[src/rtl/axis_reg_writer_pkg.sv]
// reg_writer_pkg: shared types, limits and the block-address one-hot decoder
package reg_writer_pkg;
  localparam int NREG_MAX   = 16;
  localparam int NBLOCK_MAX = 64;
  localparam int DATA_W     = 32;
  typedef enum logic [2:0] {IDLE, ADDR, DATA, WRITE, DONE} state_e;
  function automatic logic [NBLOCK_MAX-1:0] onehot(input logic [5:0] idx);
    return {{(NBLOCK_MAX-1){1'b0}}, 1'b1} << idx;
  endfunction
endpackage

[src/rtl/axis_reg_writer_if.sv]
// axis_reg_writer_if: AXI4-Stream data channel between a source and the register writer
interface axis_reg_writer_if;
  import reg_writer_pkg::*;
  logic              tvalid;
  logic              tready;
  logic [DATA_W-1:0] tdata;
  logic              tlast;
  modport master (output tvalid, tdata, tlast, input tready);
  modport slave  (input tvalid, tdata, tlast, output tready);
endinterface

[src/rtl/axis_reg_writer.sv]
// axis_reg_writer: loads address-tagged blocks of NREG registers from a stream and pulses we[addr]
module axis_reg_writer
  import reg_writer_pkg::*;
#(
  parameter int NREG = 10
) (
  input  logic                  clk,
  input  logic                  rstn,
  axis_reg_writer_if.slave      s_axis,
  input  logic                  START_REG,
  output logic [NBLOCK_MAX-1:0] we,
  output logic [DATA_W-1:0]     reg00_out,
  output logic [DATA_W-1:0]     reg01_out,
  output logic [DATA_W-1:0]     reg02_out,
  output logic [DATA_W-1:0]     reg03_out,
  output logic [DATA_W-1:0]     reg04_out,
  output logic [DATA_W-1:0]     reg05_out,
  output logic [DATA_W-1:0]     reg06_out,
  output logic [DATA_W-1:0]     reg07_out,
  output logic [DATA_W-1:0]     reg08_out,
  output logic [DATA_W-1:0]     reg09_out,
  output logic [DATA_W-1:0]     reg10_out,
  output logic [DATA_W-1:0]     reg11_out,
  output logic [DATA_W-1:0]     reg12_out,
  output logic [DATA_W-1:0]     reg13_out,
  output logic [DATA_W-1:0]     reg14_out,
  output logic [DATA_W-1:0]     reg15_out
);
  state_e            state_q, state_d;
  logic [3:0]        cnt_q;
  logic [DATA_W-1:0] addr_q;
  logic              last_q;
  logic [DATA_W-1:0] staging_q [NREG_MAX];
  logic [DATA_W-1:0] regs_q [NREG_MAX];
  logic              beat, last_word, commit;
  assign beat      = s_axis.tvalid & s_axis.tready;
  assign last_word = cnt_q == 4'(NREG - 1);
  assign commit    = state_q == DATA && beat && START_REG && last_word;
  // state register
  always_ff @(posedge clk)
    state_q <= !rstn ? IDLE : state_d;
  // next state; dropping START_REG while collecting a block discards it
  always_comb begin
    state_d = state_q;
    case (state_q)
      IDLE:    state_d = START_REG ? ADDR : IDLE;
      ADDR:    state_d = !START_REG ? IDLE : !beat ? ADDR : s_axis.tlast ? DONE : DATA;
      DATA:    state_d = !START_REG ? IDLE : !beat ? DATA : last_word ? WRITE : s_axis.tlast ? DONE : DATA;
      WRITE:   state_d = last_q ? DONE : ADDR;
      DONE:    state_d = START_REG ? DONE : IDLE;
      default: state_d = IDLE;
    endcase
  end
  // outputs decoded from state; tready drops in WRITE so a held stale word is not taken twice
  always_comb begin
    s_axis.tready = state_q == ADDR || state_q == DATA;
    we = (state_q == WRITE && addr_q < DATA_W'(NBLOCK_MAX)) ? onehot(addr_q[5:0]) : '0;
  end
  // address latch, staging buffer and parallel output load on the final data beat
  always_ff @(posedge clk) begin
    if (!rstn) begin
      addr_q    <= '0;
      cnt_q     <= '0;
      last_q    <= 1'b0;
      staging_q <= '{default: '0};
      regs_q    <= '{default: '0};
    end else begin
      if (state_q == ADDR && beat) begin
        addr_q <= s_axis.tdata;
        cnt_q  <= '0;
      end
      if (state_q == DATA && beat) begin
        staging_q[cnt_q] <= s_axis.tdata;
        cnt_q            <= cnt_q + 4'd1;
        last_q           <= s_axis.tlast;
      end
      if (commit)
        for (int k = 0; k < NREG; k++)
          regs_q[k] <= (k == NREG - 1) ? s_axis.tdata : staging_q[k];
    end
  end
  assign reg00_out = regs_q[0];
  assign reg01_out = regs_q[1];
  assign reg02_out = regs_q[2];
  assign reg03_out = regs_q[3];
  assign reg04_out = regs_q[4];
  assign reg05_out = regs_q[5];
  assign reg06_out = regs_q[6];
  assign reg07_out = regs_q[7];
  assign reg08_out = regs_q[8];
  assign reg09_out = regs_q[9];
  assign reg10_out = regs_q[10];
  assign reg11_out = regs_q[11];
  assign reg12_out = regs_q[12];
  assign reg13_out = regs_q[13];
  assign reg14_out = regs_q[14];
  assign reg15_out = regs_q[15];
endmodule

[src/flat_wrapper.sv]
// flat-port wrapper written by rule: the top's interface ports become plain ports
module axis_reg_writer_flat import reg_writer_pkg::*;
#(
  parameter int NREG = 10
)
  (clk, rstn, START_REG, we, reg00_out, reg01_out, reg02_out, reg03_out, reg04_out, reg05_out, reg06_out, reg07_out, reg08_out, reg09_out, reg10_out, reg11_out, reg12_out, reg13_out, reg14_out, reg15_out, s_axis_tvalid, s_axis_tdata, s_axis_tlast, s_axis_tready);
  axis_reg_writer_if s_axis_i ();
  input  logic clk;
  input  logic rstn;
  input  logic START_REG;
  output logic [NBLOCK_MAX-1:0] we;
  output logic [DATA_W-1:0] reg00_out;
  output logic [DATA_W-1:0] reg01_out;
  output logic [DATA_W-1:0] reg02_out;
  output logic [DATA_W-1:0] reg03_out;
  output logic [DATA_W-1:0] reg04_out;
  output logic [DATA_W-1:0] reg05_out;
  output logic [DATA_W-1:0] reg06_out;
  output logic [DATA_W-1:0] reg07_out;
  output logic [DATA_W-1:0] reg08_out;
  output logic [DATA_W-1:0] reg09_out;
  output logic [DATA_W-1:0] reg10_out;
  output logic [DATA_W-1:0] reg11_out;
  output logic [DATA_W-1:0] reg12_out;
  output logic [DATA_W-1:0] reg13_out;
  output logic [DATA_W-1:0] reg14_out;
  output logic [DATA_W-1:0] reg15_out;
  input wire logic [$bits(s_axis_i.tvalid)-1:0] s_axis_tvalid;
  input wire logic [$bits(s_axis_i.tdata)-1:0] s_axis_tdata;
  input wire logic [$bits(s_axis_i.tlast)-1:0] s_axis_tlast;
  output wire logic [$bits(s_axis_i.tready)-1:0] s_axis_tready;
  assign s_axis_i.tvalid = s_axis_tvalid;
  assign s_axis_i.tdata = s_axis_tdata;
  assign s_axis_i.tlast = s_axis_tlast;
  assign s_axis_tready = s_axis_i.tready;
  axis_reg_writer #(.NREG(NREG)) u_core (.clk(clk), .rstn(rstn), .s_axis(s_axis_i), .START_REG(START_REG), .we(we), .reg00_out(reg00_out), .reg01_out(reg01_out), .reg02_out(reg02_out), .reg03_out(reg03_out), .reg04_out(reg04_out), .reg05_out(reg05_out), .reg06_out(reg06_out), .reg07_out(reg07_out), .reg08_out(reg08_out), .reg09_out(reg09_out), .reg10_out(reg10_out), .reg11_out(reg11_out), .reg12_out(reg12_out), .reg13_out(reg13_out), .reg14_out(reg14_out), .reg15_out(reg15_out));
endmodule
[config.mk]
export PLATFORM = sky130hd
export DESIGN_NAME = axis_reg_writer_flat
export DESIGN_NICKNAME = d
export VERILOG_FILES = /design/src/rtl/axis_reg_writer_pkg.sv /design/src/rtl/axis_reg_writer_if.sv /design/src/rtl/axis_reg_writer.sv /design/src/flat_wrapper.sv
export SDC_FILE = /design/constraint.sdc
export NUM_CORES = 1
export LEC_CHECK = 0
export ABC_AREA = 0
export BUFFER_PORTS_ARGS = -buffer_cell sky130_fd_sc_hd__buf_4
export CAP_MARGIN = 20
export CORE_ASPECT_RATIO = 0.5
export CORE_UTILIZATION = 39
export DETAILED_ROUTE_END_ITERATION = 8
export GPL_TIMING_DRIVEN = 1
export PLACE_DENSITY = 0.59
export RECOVER_POWER = 100
export SYNTH_ARGS = -nofsm -noshare
export SYNTH_HDL_FRONTEND = slang
export SYNTH_SLANG_ARGS = --single-unit
[constraint.sdc]
create_clock -name clk -period 3.8 [get_ports clk]
set_input_delay 0.19 -clock clk [delete_from_list [all_inputs] [get_ports clk]]
set_output_delay 0.19 -clock clk [all_outputs]
set_load 0.03 [all_outputs]
# [After elaboration in Yosys (flattened, before gate mapping)]
# Index checks and enable logic that the tools add are counted.
[word_totals] regBits=872 wordCells=67
[classes] n_addsub=1 magnitude_cmp=3 n_eq_ne=5 shift=1 n_mux=16 bitwise_logic=2 reduce_logical=9
[op_table] cell="$bwmux 512" n=1
[op_table] cell="$demux 32 s4" n=1
[op_table] cell="$mux 64" n=1
[op_table] cell="$shl 1x6->64 const A" n=1
[op_table] cell="$lt 32x7->1 const B" n=1
[op_table] cell="$mux 32" n=1
[op_table] cell="$mux 3" n=8
[op_table] cell="$pmux 3 s5" n=1
[op_table] cell="$mux 4" n=2
[op_table] cell="$eq 3x2->1 const B" n=2
[op_table] cell="$logic_and 1x1->1" n=6
[op_table] cell="$ge 5x5->1 const B" n=1
[op_table] cell="$lt 5x1->1 const B" n=1
[op_table] cell="$not 4->5" n=1
[op_table] cell="$add 4x1->4 const B" n=1
[op_table] cell="$eq 4x4->1 const B" n=1
[op_table] cell="$eq 3x1->1 const B" n=1
[op_table] cell="$eq 3x3->1 const B" n=1
[op_table] cell="$logic_not 3->1" n=1
[op_table] cell="$reduce_bool 2->1" n=1
[op_table] cell="$and 1x1->1" n=1
[op_table] cell="$logic_or 1x1->1" n=1
[op_table] cell="$mux 1" n=1

# [Depth between registers and ports, before layout]
[logic_depth] word_depth=6 ltp_mapped=9 ltp_nobuf=5

# [Worst setup path after synthesis]
# OpenSTA, ideal clock, no wires.
[synth_path] path_type="reg2out" startpoint="register u_core.addr_q[7]" endpoint="output we[12]" arrival_ns=2.276 path_slack_ns=1.334 path_stages_with_launch=5 path_buffers=0 path_cell_list="dfxtp_1 > or4_2 > nor4_4 > nand4_1 > nor2_1"
[synth_via] elab_chain_cells=3
[synth_lines] element="start: declaration" line_no="axis_reg_writer.sv:31" text="logic [DATA_W-1:0] addr_q;"
[synth_lines] element="start signal: assignment" line_no="axis_reg_writer.sv:69" text="addr_q <= s_axis.tdata;"
[synth_lines] element="$lt 32x7->1" line_no="axis_reg_writer.sv:57" text="we = (state_q == WRITE && addr_q < DATA_W'(NBLOCK_MAX)) ? onehot(addr_q[5:0]) : '0;"
[synth_lines] element="$logic_and 1x1->1" line_no="axis_reg_writer.sv:57"
[synth_lines] element="$mux 64" line_no="axis_reg_writer.sv:57"
[synth_lines] element="end: declaration" line_no="flat_wrapper.sv:11" text="output logic [NBLOCK_MAX-1:0] we;"
# Every way passes these cells.

# [Worst setup path after layout]
[layout_path] startpoint="register u_core.addr_q[7]" endpoint="output we[46]"
# Same word-level chain as after synthesis.

==> flow_metrics.env <==
export IMPL_ir_worst_vdd_uv=306
export IMPL_grt_pass1_vias=18495
export IMPL_ys_flop_type="dfxtp_1"
export IMPL_yosysWarnings=0
export IMPL_place_ws_ns=1.08
export IMPL_violations="max-capacitance violations, max-slew violations"
export IMPL_postCtsSetupRepairBufs=0
export IMPL_synthAdderAreaFrac_pct=0.195
export IMPL_post_dp_cell_area_mm2=0.0285
export IMPL_hold_ws_ns=0.0325
export IMPL_fin_skew_ns=0.0111
export IMPL_wl_per_cell_um=18.0
export IMPL_ctsHoldBuffers=22
export IMPL_synth_compound_area_share_pct=16.0
export IMPL_drcViolationCount=0
export IMPL_synth_cell_types=38
export IMPL_drv_slew=480
export IMPL_drt_iter0_markers=1705
export IMPL_final_hold_viol_count=0
export IMPL_dr_pass1_iters=5
export IMPL_clock_fmax_ghz=0.287
export IMPL_synth_simple_gate_area_share_pct=23.3
export IMPL_syn_inst=3224
export IMPL_ys_seq_elements=648
export IMPL_synth_top_family_by_area="simple AND/OR/NAND/NOR gates"
export IMPL_synth_area_mux_share_pct=0.0779
export IMPL_grt_overflow_total=0
export IMPL_setup_tns_ns=0
export IMPL_drv_cap=10
export IMPL_post_cts_resized=0
export IMPL_clk_path_buf_depth=3
export IMPL_start_util_pct=39.5
export IMPL_final_core_util_pct=44.9
export IMPL_worst_ep_required_time_ns=3.61
export IMPL_leakagePower_nw=9.60
export IMPL_vias=21270
export IMPL_synth_xor_area_share_pct=0
export IMPL_routed_wirelength_um=79400
export IMPL_final_cells=4402
export IMPL_yosysTopAreaCell="dfxtp_1"
export IMPL_io_pins=614
export IMPL_fin_area_mm2=0.0292
export IMPL_cts_tree="yes"
export IMPL_arrival_ns=3.29
export IMPL_grt_max_degree=183
export IMPL_fin_crit_ns=3.48
export IMPL_yosysTopAreaCellShare_pct=50.5
export IMPL_clk_pin_slew_ns=0.07
export IMPL_dp_cells=4274
export IMPL_power_per_cell_area_mw_per_mm2=469
export IMPL_finalCritPeriodShare_pct=91.7
export IMPL_ff2ff_path_depth=5
export IMPL_relSlewSlack_pct=-28.4
export IMPL_cp_max_fo=8
export IMPL_avgSynthCellArea_um2=7.97
export IMPL_synthTopCellsByCount="nand2_1 (970), dfxtp_1 (648), nand3_1 (334)"
export IMPL_ys_seq_area_share_pct=50.5
export IMPL_fp_dieW_um=365
export IMPL_area_growth_pct=13.7
export IMPL_setup_ws_ns=0.316
export IMPL_cts_root_buf="clkbuf_16"
export IMPL_viasPerCell=4.83
export IMPL_antenna_found_initial=2
export IMPL_track_usage_pct=22.7
export IMPL_ant_nets=0
export IMPL_gp_congestion=0.802
export IMPL_rows=66
export IMPL_port_buffer_count=421
export IMPL_worst_pin_slew_ns=1.93
export IMPL_drive_gt1_share_pct=4.49
export IMPL_yosysMostFrequentCell="nand2_1"
export IMPL_clock_latency_ns=0.61
export IMPL_cts_max_level=2
export IMPL_hold_path_depth=3
export IMPL_dieArea_mm2=0.0669
export IMPL_cp_start_kind="flip-flop"
export IMPL_final_nets=3514
export IMPL_finalPower_mw=13.7
export IMPL_crit_path_end_kind="primary output"
export IMPL_die_h_um=183
export IMPL_min_path_type="in2reg"
export IMPL_grt_pass1_wl_um=115000
export IMPL_fillCellCount=6822
export IMPL_cts_sinks=648
export IMPL_synth_area_mm2=0.0257
export IMPL_ys_async_sr_fraction_pct=0
export IMPL_setup_violations=0
export IMPL_status="complete, but fails checks"
export IMPL_rsz0062_at_grt="false"
export IMPL_synthTopCellsByArea="dfxtp_1 (51%), nand2_1 (14%), a21boi_0 (9.4%)"
export IMPL_synth_edf_count=0
export IMPL_crit_type="reg2out"
export IMPL_dp_hpwl_um=47700
export IMPL_numCtsBuffers=59
export IMPL_core_area_mm2=0.0651
-- critical path, cell delays in order (launching register included) --
cell,delay [ns]
dfxtp_1,0.31
or4_2,0.70
nor4_4,0.52
nand4_1,0.51
nor2_1,0.30
clkbuf_1,0.35
-- cells by family after synthesis --
group / after synthesis
simple gates: 1428
compound gates: 656
flops: 648
buf+inv: 485
fa+ha+maj: 4
mux: 2
other cells: 1
-- sequential cells by signal, summed over array words and instances, names as in the netlist --
| register | count |
|---|---|
| u_core.reg02_out | 32 |
| u_core.reg01_out | 32 |
| u_core.reg09_out | 32 |
| u_core.reg06_out | 32 |
| u_core.reg04_out | 32 |
| u_core.reg00_out | 32 |
| u_core.state_q | 3 |
| u_core.reg07_out | 32 |
| u_core.last_q | 1 |
| u_core.staging_q | 288 |
| u_core.addr_q | 32 |
| u_core.reg08_out | 32 |
| u_core.reg03_out | 32 |
| u_core.reg05_out | 32 |
| u_core.cnt_q | 4 |
-- power by group --
group	total (mW)	switching [mW]	internal, mW
clock network	6.13	2.64	3.49
registers	6.82	0.0125	6.80
logic	0.751	0.625	0.127
-- final timing paths --
kind | start | to | slack [ns]
setup / recovery | u_core.addr_q[7] | we[46] | 0.32
hold / removal | s_axis_tdata[21] | u_core.reg09_out[21] | 0.03
setup reg to reg | u_core.state_q[1] | u_core.staging_q[412] | 0.49
hold reg to reg | u_core.staging_q[246] | u_core.reg08_out[22] | 0.45
-- metal layers --
layer | track usage [%] | share of wire (%) | wire length (um)
met1 | 29.0 | 42 | 33400
met2 | 38.6 | 49 | 38900
met3 | 3.28 | 5.1 | 4070
met4 | 8.92 | 3.8 | 3020
met5 | 0 | 0 | 0
-- placed cells by master, fill, tap and decap left out, types with 3 or more instances in the layout --
| master | synthesis | final |
|---|---|---|
| nand2b_1 | 3 | 3 |
| a21oi_1 | 4 | 4 |
| nor2_1 | 72 | 72 |
| bufinv_16 | 0 | 5 |
| dfxtp_1 | 648 | 648 |
| nor4_1 | 3 | 3 |
| dlygate4sd3_1 | 0 | 22 |
| and3_1 | 12 | 12 |
| clkbuf_16 | 0 | 61 |
| o21ai_0 | 325 | 325 |
| clkbuf_8 | 0 | 11 |
| nand3b_1 | 4 | 4 |
| a21boi_0 | 321 | 321 |
| clkinv_2 | 0 | 8 |
| nand4_1 | 6 | 6 |
| conb_1 | 1 | 192 |
| nand2_1 | 970 | 970 |
| buf_12 | 0 | 8 |
| nand3_1 | 334 | 334 |
| buf_4 | 192 | 55 |
| ha_1 | 4 | 4 |
| nor2b_1 | 8 | 8 |
| clkbuf_1 | 256 | 408 |
| nand4b_1 | 0 | 3 |
-- cell type report --
cell class	count	area, um2	share of cell area (%)
flip-flops and latches	648	13000	44.4
multi-input cells	2282	10900	37.2
repair buffers	480	2290	7.86
clock buffers	88	1740	5.95
well taps	884	1110	3.79
clock inverters	17	225	0.771
inverters	2	7.51	0.0257
diodes	1	2.50	0.00857
Power figures use the tool's default switching activity.
